`src/rtl/puzzle_uc.sv`:
```
// rtl/puzzle_uc.sv - game control unit for the 8x8 LED-matrix puzzle
// Debounces buttons into toggle pulses, sequences levels, enforces the move limit.
module puzzle_uc #(
  parameter int DEBOUNCE_CYC = 4,
  parameter int MAX_JOGADAS  = 32,
  parameter int N_NIVEIS     = 5,
  parameter int WIN_HOLD     = 8
) (
  input  logic       clk,
  input  logic       rst_n,
  input  logic       iniciar,
  input  logic [7:0] botoes,
  input  logic       nivel_concluido,
  output logic [7:0] botoes_pulso,
  output logic [2:0] nivel,
  output logic       rst_matriz,
  output logic [5:0] jogadas,
  output logic       ganhou,
  output logic       perdeu,
  output logic [2:0] db_estado
);

  localparam int CW = $clog2(DEBOUNCE_CYC);
  localparam int TW = $clog2(WIN_HOLD + 2);

  typedef enum logic [2:0] {
    OCIOSO  = 3'd0,
    LIMPA   = 3'd1,
    JOGA    = 3'd2,
    CONFERE = 3'd3,
    ESPERA  = 3'd4,
    GANHOU  = 3'd5,
    PERDEU  = 3'd6
  } state_t;

  state_t          state, state_n;
  logic [CW-1:0]   cnt [8];
  logic [7:0]      db, db_d, rise;
  logic [TW-1:0]   tmr;
  logic            first_joga;
  logic [2:0]      nivel_n;

  always_ff @(posedge clk) begin
    if (!rst_n) begin
      for (int i = 0; i < 8; i++) cnt[i] <= '0;
      db   <= '0;
      db_d <= '0;
    end else begin
      db_d <= db;
      for (int i = 0; i < 8; i++) begin
        if (botoes[i] == db[i]) begin
          cnt[i] <= '0;
        end else if (cnt[i] == CW'(DEBOUNCE_CYC - 1)) begin
          db[i]  <= botoes[i];
          cnt[i] <= '0;
        end else begin
          cnt[i] <= cnt[i] + 1'b1;
        end
      end
    end
  end

  assign rise = db & ~db_d;

  always_comb begin
    state_n = state;
    nivel_n = nivel;
    case (state)
      OCIOSO:  if (iniciar) state_n = LIMPA;
      LIMPA:   state_n = JOGA;
      JOGA: begin
        // the flag may still be high from the previous level on the first cycle
        if (!first_joga && nivel_concluido) state_n = ESPERA;
        else if (jogadas == 6'(MAX_JOGADAS)) state_n = CONFERE;
      end
      CONFERE: begin
        if (nivel_concluido) state_n = ESPERA;
        else if (tmr == TW'(1)) state_n = PERDEU;
      end
      ESPERA: begin
        if (tmr == TW'(WIN_HOLD - 1)) begin
          if (nivel == 3'(N_NIVEIS - 1)) begin
            state_n = GANHOU;
          end else begin
            nivel_n = nivel + 3'd1;
            state_n = LIMPA;
          end
        end
      end
      GANHOU: begin
        if (iniciar) begin
          nivel_n = '0;
          state_n = LIMPA;
        end
      end
      PERDEU:  if (iniciar) state_n = LIMPA;
      default: state_n = OCIOSO;
    endcase
  end

  always_ff @(posedge clk) begin
    if (!rst_n) begin
      state        <= OCIOSO;
      nivel        <= '0;
      jogadas      <= '0;
      botoes_pulso <= '0;
      ganhou       <= 1'b0;
      perdeu       <= 1'b0;
      rst_matriz   <= 1'b1;
      tmr          <= '0;
      first_joga   <= 1'b0;
    end else begin
      state        <= state_n;
      nivel        <= nivel_n;
      tmr          <= (state_n != state) ? '0 : tmr + 1'b1;
      first_joga   <= (state == LIMPA);
      botoes_pulso <= (state == JOGA) ? rise : '0;
      if (state_n == LIMPA)
        jogadas <= '0;
      else if (state == JOGA && rise != '0 && jogadas != 6'(MAX_JOGADAS))
        jogadas <= jogadas + 6'd1;
      rst_matriz   <= (state_n == OCIOSO) || (state_n == LIMPA);
      ganhou       <= (state_n == GANHOU);
      perdeu       <= (state_n == PERDEU);
    end
  end

  assign db_estado = state;

endmodule

```
`config.mk`:
```
export PLATFORM = sky130hd
export DESIGN_NAME = puzzle_uc
export DESIGN_NICKNAME = d
export VERILOG_FILES = /design/src/rtl/puzzle_uc.sv
export SDC_FILE = /design/constraint.sdc
export NUM_CORES = 1
export LEC_CHECK = 0
export BUFFER_PORTS_ARGS = -buffer_cell sky130_fd_sc_hd__buf_4
export CORE_ASPECT_RATIO = 1.75
export CORE_MARGIN = 3
export CORE_UTILIZATION = 50
export CTS_CLUSTER_SIZE = 20
export DETAILED_ROUTE_END_ITERATION = 10
export GPL_ROUTABILITY_DRIVEN = 1
export PLACE_DENSITY = 0.77
export SYNTH_ARGS = -nofsm -noshare
export SYNTH_HDL_FRONTEND = slang
export SYNTH_SLANG_ARGS = --single-unit
```
`constraint.sdc`:
```
create_clock -name clk -period 1.7 [get_ports clk]
set_input_delay 0.34 -clock clk [delete_from_list [all_inputs] [get_ports clk]]
set_output_delay 0.34 -clock clk [all_outputs]
set_load 0.01 [all_outputs]
```
==> flow_summary.ini, run 1 <==
[min_path]
hold_start = botoes[7]
hold_depth = 3
whs_endpoint = db[7]$_SDFFE_PN0P_
min_path_type = in2reg

[floorplanning]
core_area_um2 = 5100
core.rowCount = 34
pin_count = 35
initial_core_util = 0.531
dieArea_um2 = 6380
die_y_um = 103
die_w_um = 61.7

[worst_setup_path]
reg2reg_slack_ns = -0.06
rr_worst_depth = 6
end_kind = register
worstSetupPathType = reg2reg
crit_fanout = 4
crit_arrival_ns = 2.02
reg2reg_to = tmr[1]$_SDFF_PP0_
slowest_stage = a221o_1
start_kind = register
crit_buf_inv = 1
crit_family = simple AND/OR/NAND/NOR gates
critPathRequiredTime_ns = 1.96
rr_startpoint = tmr[1]$_SDFF_PP0_
crit_chain = inv_2 -> ha_4 -> nor3b_4 -> or3b_1 -> a221o_1 -> nor3_2
critPathMaxStageDelay_ns = 0.44

[timing]
finalCritPeriodShare = 1.03
fmax_ghz = 0.569
finalCriticalPeriod_ns = 1.76
finalSetupViolCount = 1
finalHoldViolCount = 0
slew_headroom = 0.654
worst_slack_ns = -0.0581
hold_slack_ns = 0.275
slew_viol_final = 0
grt_setup_unrepaired = true
max_slew.worst_pin.slew_ns = 0.511
final.setup_skew_ns = 0.0103

[cells_and_area]
drive_gt1_frac = 0.267
instances_no_fill = 383
layout_common_cells = 50 x buf_4, 41 x dfxtp_1, 22 x nor2_1
diodes = 0
areaGrowthSynthToFinish_pct = 27.0
layout_commonest_cell = buf_4
final_nets = 350
nFillCells = 388
fin_area_um2 = 3440

[synthesis]
ys.flop_type = dfxtp_1
ys_seq_area_frac = 0.502
yosysWarnings = 0
synthesis.area_um2 = 2710
syn_avg_cell_area_um2 = 10.6
ys_ff_latch = 60
ys_types = 47
synthCells = 255
async_flop_share = 0
synth_enable_flop_cells = 16

[route]
via_per_inst = 5.31
drt_iter0_markers = 74
drc_errors = 0
wire_per_inst_um = 13.5
vias = 2035
first_pass_iters = 4
ant_nets = 0
routed_wl_um = 5190

[clock_tree]
cts_max_level = 3
clk_latency_ns = 0.34
cts_tree = built
clockBufferDepth = 2
cts_sinks = 60
ctsHoldBuffers = 0
cts_inserted_buffers = 9
clk_pin_slew_worst_paths_ns = 0.06
clock-root-buffer = clkbuf_8

[outcome]
status = complete, but fails checks
violations = setup timing

[pwr]
power_mw = 3.43
power_frac_clock = 0.347
p_sw_frac = 0.270
internal_power_mw = 2.51
ir_worst_vdd_v = 0.000665
switchingPower_uw = 925
seq_power_share = 0.472
p_comb_frac = 0.181
p_leak_nw = 1.39
p_per_area_nw_per_um2 = 996

[global_route]
grt_pass1_wl_um = 8540
grt_max_degree = 43
antenna_found_initial = 0
grt_overflow_total = 0
grt_pass1_vias = 1988
grt_usage = 0.182

[place]
place_congestion = 0.934
placed_cell_area_um2 = 3160
dp_hpwl_um = 3790
port_buffers = 34
dp_slack_ns = -0.0398
dp.cells = 365

[job]
cap_violations = 0
==> synth_stat cells, types with 3 or more instances <==
cell type | count | area share
clkbuf_1 | 4 | 0.0055
nand2b_1 | 14 | 0.032
nor4b_1 | 6 | 0.019
and4b_1 | 3 | 0.011
nor2_1 | 23 | 0.032
and2_1 | 8 | 0.018
edfxtp_1 | 16 | 0.18
nand2_1 | 7 | 0.0097
o21ai_1 | 5 | 0.0092
xnor2_1 | 6 | 0.019
dfxtp_1 | 44 | 0.32
o21ai_0 | 8 | 0.015
nor3_1 | 3 | 0.0055
nor2b_1 | 10 | 0.023
mux2i_1 | 8 | 0.030
a21oi_1 | 8 | 0.015
nor4bb_1 | 9 | 0.033
xor2_1 | 7 | 0.023
ha_1 | 14 | 0.065
inv_1 | 7 | 0.0097
nand3_1 | 10 | 0.018
nand4_1 | 3 | 0.0069
==> layout make-up <==
cell class / count / area (um^2) / share of cell area
clock buffers: 13 / 170 / 0.0494
clock inverters: 3 / 18.8 / 0.00545
multi-input cells: 194 / 1410 / 0.410
well taps: 54 / 67.6 / 0.0196
flip-flops and latches: 60 / 1370 / 0.396
inverters: 9 / 33.8 / 0.00981
repair buffers: 50 / 375 / 0.109
==> worst reg2reg max path, cell delays in order, from the launching register on <==
cell     delay (ns)
dfxtp_2        0.34
inv_2          0.04
ha_4           0.15
nor3b_4        0.14
or3b_1         0.37
a221o_1        0.44
nor3_2         0.20
==> metrics by stage <==
stage	util	TNS, ns
after global placement	0.619	-0.00433
after global routing	0.675	-0.282
after detailed placement	0.619	-0.114
after CTS	0.657	0
after floorplan	-	0
final	0.675	-0.0581
==> state kept, by name, summed over array words and instances, names as in the netlist <==
name / flops
db_d: 8
ganhou: 1
nivel: 3
db: 8
first_joga: 1
perdeu: 1
tmr: 4
jogadas: 6
db_estado: 3
botoes_pulso: 8
rst_matriz: 1
cnt: 16
==> layer usage <==
metal / up-vias / part of all wire / track usage
met1: 938 / 0.40 / 0.194
met4: 0 / 0.030 / 0.132
li1: 1034 / - / -
met5: - / 0 / 0
met2: 51 / 0.53 / 0.305
met3: 12 / 0.043 / 0.0385
==> power by group through the flow <==
stage	logic, mW	clock network, mW	registers [mW]
finish	0.622	1.19	1.62
CTS	0.546	1.22	1.61
global placement	0.535	0	1.64
global route	0.693	1.26	1.63
floorplan	0.347	0	1.64
detailed placement	0.543	0	1.64
==> worst max-delay path by stage <==
stage,from,endpoint,cells after the start
6_report,tmr[1]$_SDFF_PP0_,tmr[1]$_SDFF_PP0_,6
5_1_grt,tmr[1]$_SDFF_PP0_,tmr[1]$_SDFF_PP0_,6
4_1_cts,tmr[1]$_SDFF_PP0_,tmr[1]$_SDFF_PP0_,6
3_5_place_dp,tmr[1]$_SDFF_PP0_,tmr[1]$_SDFF_PP0_,6
3_3_place_gp,jogadas[0]$_SDFFE_PP0P_,tmr[3]$_SDFF_PP0_,6
2_1_floorplan,nivel[0]$_SDFFE_PN0P_,perdeu$_SDFF_PN0_,8
==> repair_timing <==
action,CTS,global route
endpoints found under the hold margin,0,0
pin swaps,1,4
endpoints found under the setup margin,4,10
setup buffers,0,2
gates resized for setup,2,17
==> logic make-up after synthesis <==
family / after synthesis / synth area share
AND/OR/NAND/NOR: 110 / 0.256
flip-flops: 60 / 0.502
AO/OA/AOI/OAI: 33 / 0.0775
buffers and inverters: 16 / 0.0268
adder cells (fa/ha/maj): 14 / 0.0646
XOR/XNOR: 13 / 0.0420
multiplexers: 8 / 0.0295
other: 1 / 0.00138
Note: power is estimated with default switching activity, not from simulation.
==> run 2, diff against run 1 <==
==> constraint.sdc (replaced) <==
create_clock -name clk -period 2 [get_ports clk]
set_input_delay 0.4 -clock clk [delete_from_list [all_inputs] [get_ports clk]]
set_output_delay 0.4 -clock clk [all_outputs]
set_load 0.01 [all_outputs]
==> run 2 against run 1 <==
  * The run now ends clean
  * Hold slack improved by 0.054 ns
  * Via count decreased by 1.4%
  * Final cell count is 3.1% lower
  * Combinational power decreased by 31%
  * Total power down 14%
  * Die area unchanged
  * Critical endpoint is now tmr[0]$_SDFF_PP0_
==> flow_summary.ini, run 2 (synthesis results as in run 1) <==
[cells_and_area]
nFillCells = 414
layout_common_cells = 44 x dfxtp_1, 38 x buf_4, 23 x nor2_1
largest_reg_flops = 16
largest_register = cnt
drive_gt1_frac = 0.183
areaGrowthSynthToFinish_pct = 21.3
fin_area_um2 = 3290
final_nets = 338
diodes = 0
layout_commonest_cell = dfxtp_1

[outcome]
status = completed

[pwr]
p_per_area_nw_per_um2 = 897
ir_worst_vdd_v = 0.000416
seq_power_share = 0.468
p_sw_frac = 0.251
internal_power_mw = 2.21
p_comb_frac = 0.145
p_leak_nw = 1.32
power_frac_clock = 0.387
switchingPower_uw = 741

[route]
first_pass_iters = 4
vias = 2006
dr_wl_met3_um = 194
wire_per_inst_um = 13.2
ant_nets = 0
dr.max_layer_used = met4
via_per_inst = 5.41
drt_iter0_markers = 96
met1Wirelength_um = 1970
wl_met2_um = 2540
routed_wl_um = 4900
drc_errors = 0

[global_route]
grt_overflow_total = 0
grt_pass1_wl_um = 8050
grt_pass1_vias = 1895
grt_max_degree = 43
antenna_found_initial = 0
grt_usage = 0.173

[floorplanning]
die_y_um = 103
dieArea_um2 = 6380
pin_count = 35
die_w_um = 61.7
core_area_um2 = 5100
initial_core_util = 0.531
core.rowCount = 34

[clock_tree]
clk_latency_ns = 0.34
ctsHoldBuffers = 0
clock-root-buffer = clkbuf_8
clockBufferDepth = 2
cts_tree = built
post_cts_buffers = 0
cts_sinks = 60
cts_max_level = 3
clk_pin_slew_worst_paths_ns = 0.06
cts_resized = 0
cts_inserted_buffers = 9

[worst_setup_path]
crit_arrival_ns = 2.00
crit_buf_inv = 0
critPathMaxStageDelay_ns = 0.61
end_kind = register
start_kind = register
crit_chain = nand2b_1 -> a21oi_2 -> o21ai_0 -> a221o_1 -> nor3_1
slowest_stage = dfxtp_1
crit_fanout = 13
rr_worst_depth = 5
critPathRequiredTime_ns = 2.26
worstSetupPathType = reg2reg
crit_family = compound AO/OA/AOI/OAI gates
rr_startpoint = db_estado[2]$_SDFF_PN0_
reg2reg_to = tmr[0]$_SDFF_PP0_
reg2reg_slack_ns = 0.26

[timing]
finalCriticalPeriod_ns = 1.74
finalSetupViolCount = 0
final.setup_skew_ns = 0.00664
fmax_ghz = 0.575
finalHoldViolCount = 0
grt_setup_unrepaired = false
slew_viol_final = 0
setup_tns_ns = 0
finalCritPeriodShare = 0.870

[min_path]
hold_start = botoes[3]
min_path_type = in2reg
whs_endpoint = db[3]$_SDFFE_PN0P_
hold_depth = 3

[place]
dp_hpwl_um = 3640
placed_cell_area_um2 = 3080
port_buffers = 34
place_congestion = 0.884

[job]
cap_violations = 0
## run 2: worst reg2reg max path: cells and delay by family (launching register included)
kind	cells	cell delay [ns]
AOI/OAI and AO/OA	3	0.74
and+or+nand+nor	2	0.31
DFF	1	0.61
## run 2: area by class of cell
type,instances,area [um^2],area share
flip-flops and latches,60,1360,0.414
repair buffers,38,285,0.0867
well taps,54,67.6,0.0205
clock buffers,11,131,0.0399
clock inverters,5,76.3,0.0232
inverters,9,33.8,0.0103
multi-input cells,194,1340,0.406
## run 2: layer usage
| metal | track usage | vias up |
|---|---|---|
| li1 | - | 1014 |
| met1 | 0.181 | 933 |
| met2 | 0.286 | 43 |
| met3 | 0.0398 | 16 |
| met4 | 0.136 | 0 |
| met5 | 0 | - |
## run 2: power groups by stage
stage	Sequential (mW)	Combinational (mW)	Clock (mW)
after detailed placement	1.41	0.428	0
after floorplan	1.39	0.295	0
after CTS	1.38	0.430	1.17
after global placement	1.40	0.421	0
final	1.38	0.429	1.14
after global routing	1.39	0.481	1.22
## run 2: metrics by stage
stage / total power, mW / instances / hold WS, ns / setup WS (ns) / util
after floorplan: 1.69 / 270 / 0.462 / 0.369 / -
after global placement: 1.83 / 355 / 0.476 / 0.281 / 0.604
after detailed placement: 1.84 / 355 / 0.483 / 0.275 / 0.604
after CTS: 2.98 / 371 / 0.318 / 0.260 / 0.645
after global routing: 3.09 / 371 / 0.348 / 0.0683 / 0.645
final: 2.95 / 371 / 0.329 / 0.260 / 0.645
## run 2: worst max path at each step
| stage | start | endpoint | slack [ns] | depth (start not counted) |
|---|---|---|---|---|
| floorplan | nivel[0]$_SDFFE_PN0P_ | perdeu$_SDFF_PN0_ | 0.37 | 8 |
| global placement | tmr[0]$_SDFF_PP0_ | perdeu$_SDFF_PN0_ | 0.28 | 7 |
| detailed placement | nivel[0]$_SDFFE_PN0P_ | perdeu$_SDFF_PN0_ | 0.28 | 8 |
| CTS | nivel[0]$_SDFFE_PN0P_ | perdeu$_SDFF_PN0_ | 0.26 | 8 |
| global route | db_estado[2]$_SDFF_PN0_ | tmr[0]$_SDFF_PP0_ | 0.07 | 5 |
| finish | db_estado[2]$_SDFF_PN0_ | tmr[0]$_SDFF_PP0_ | 0.26 | 5 |
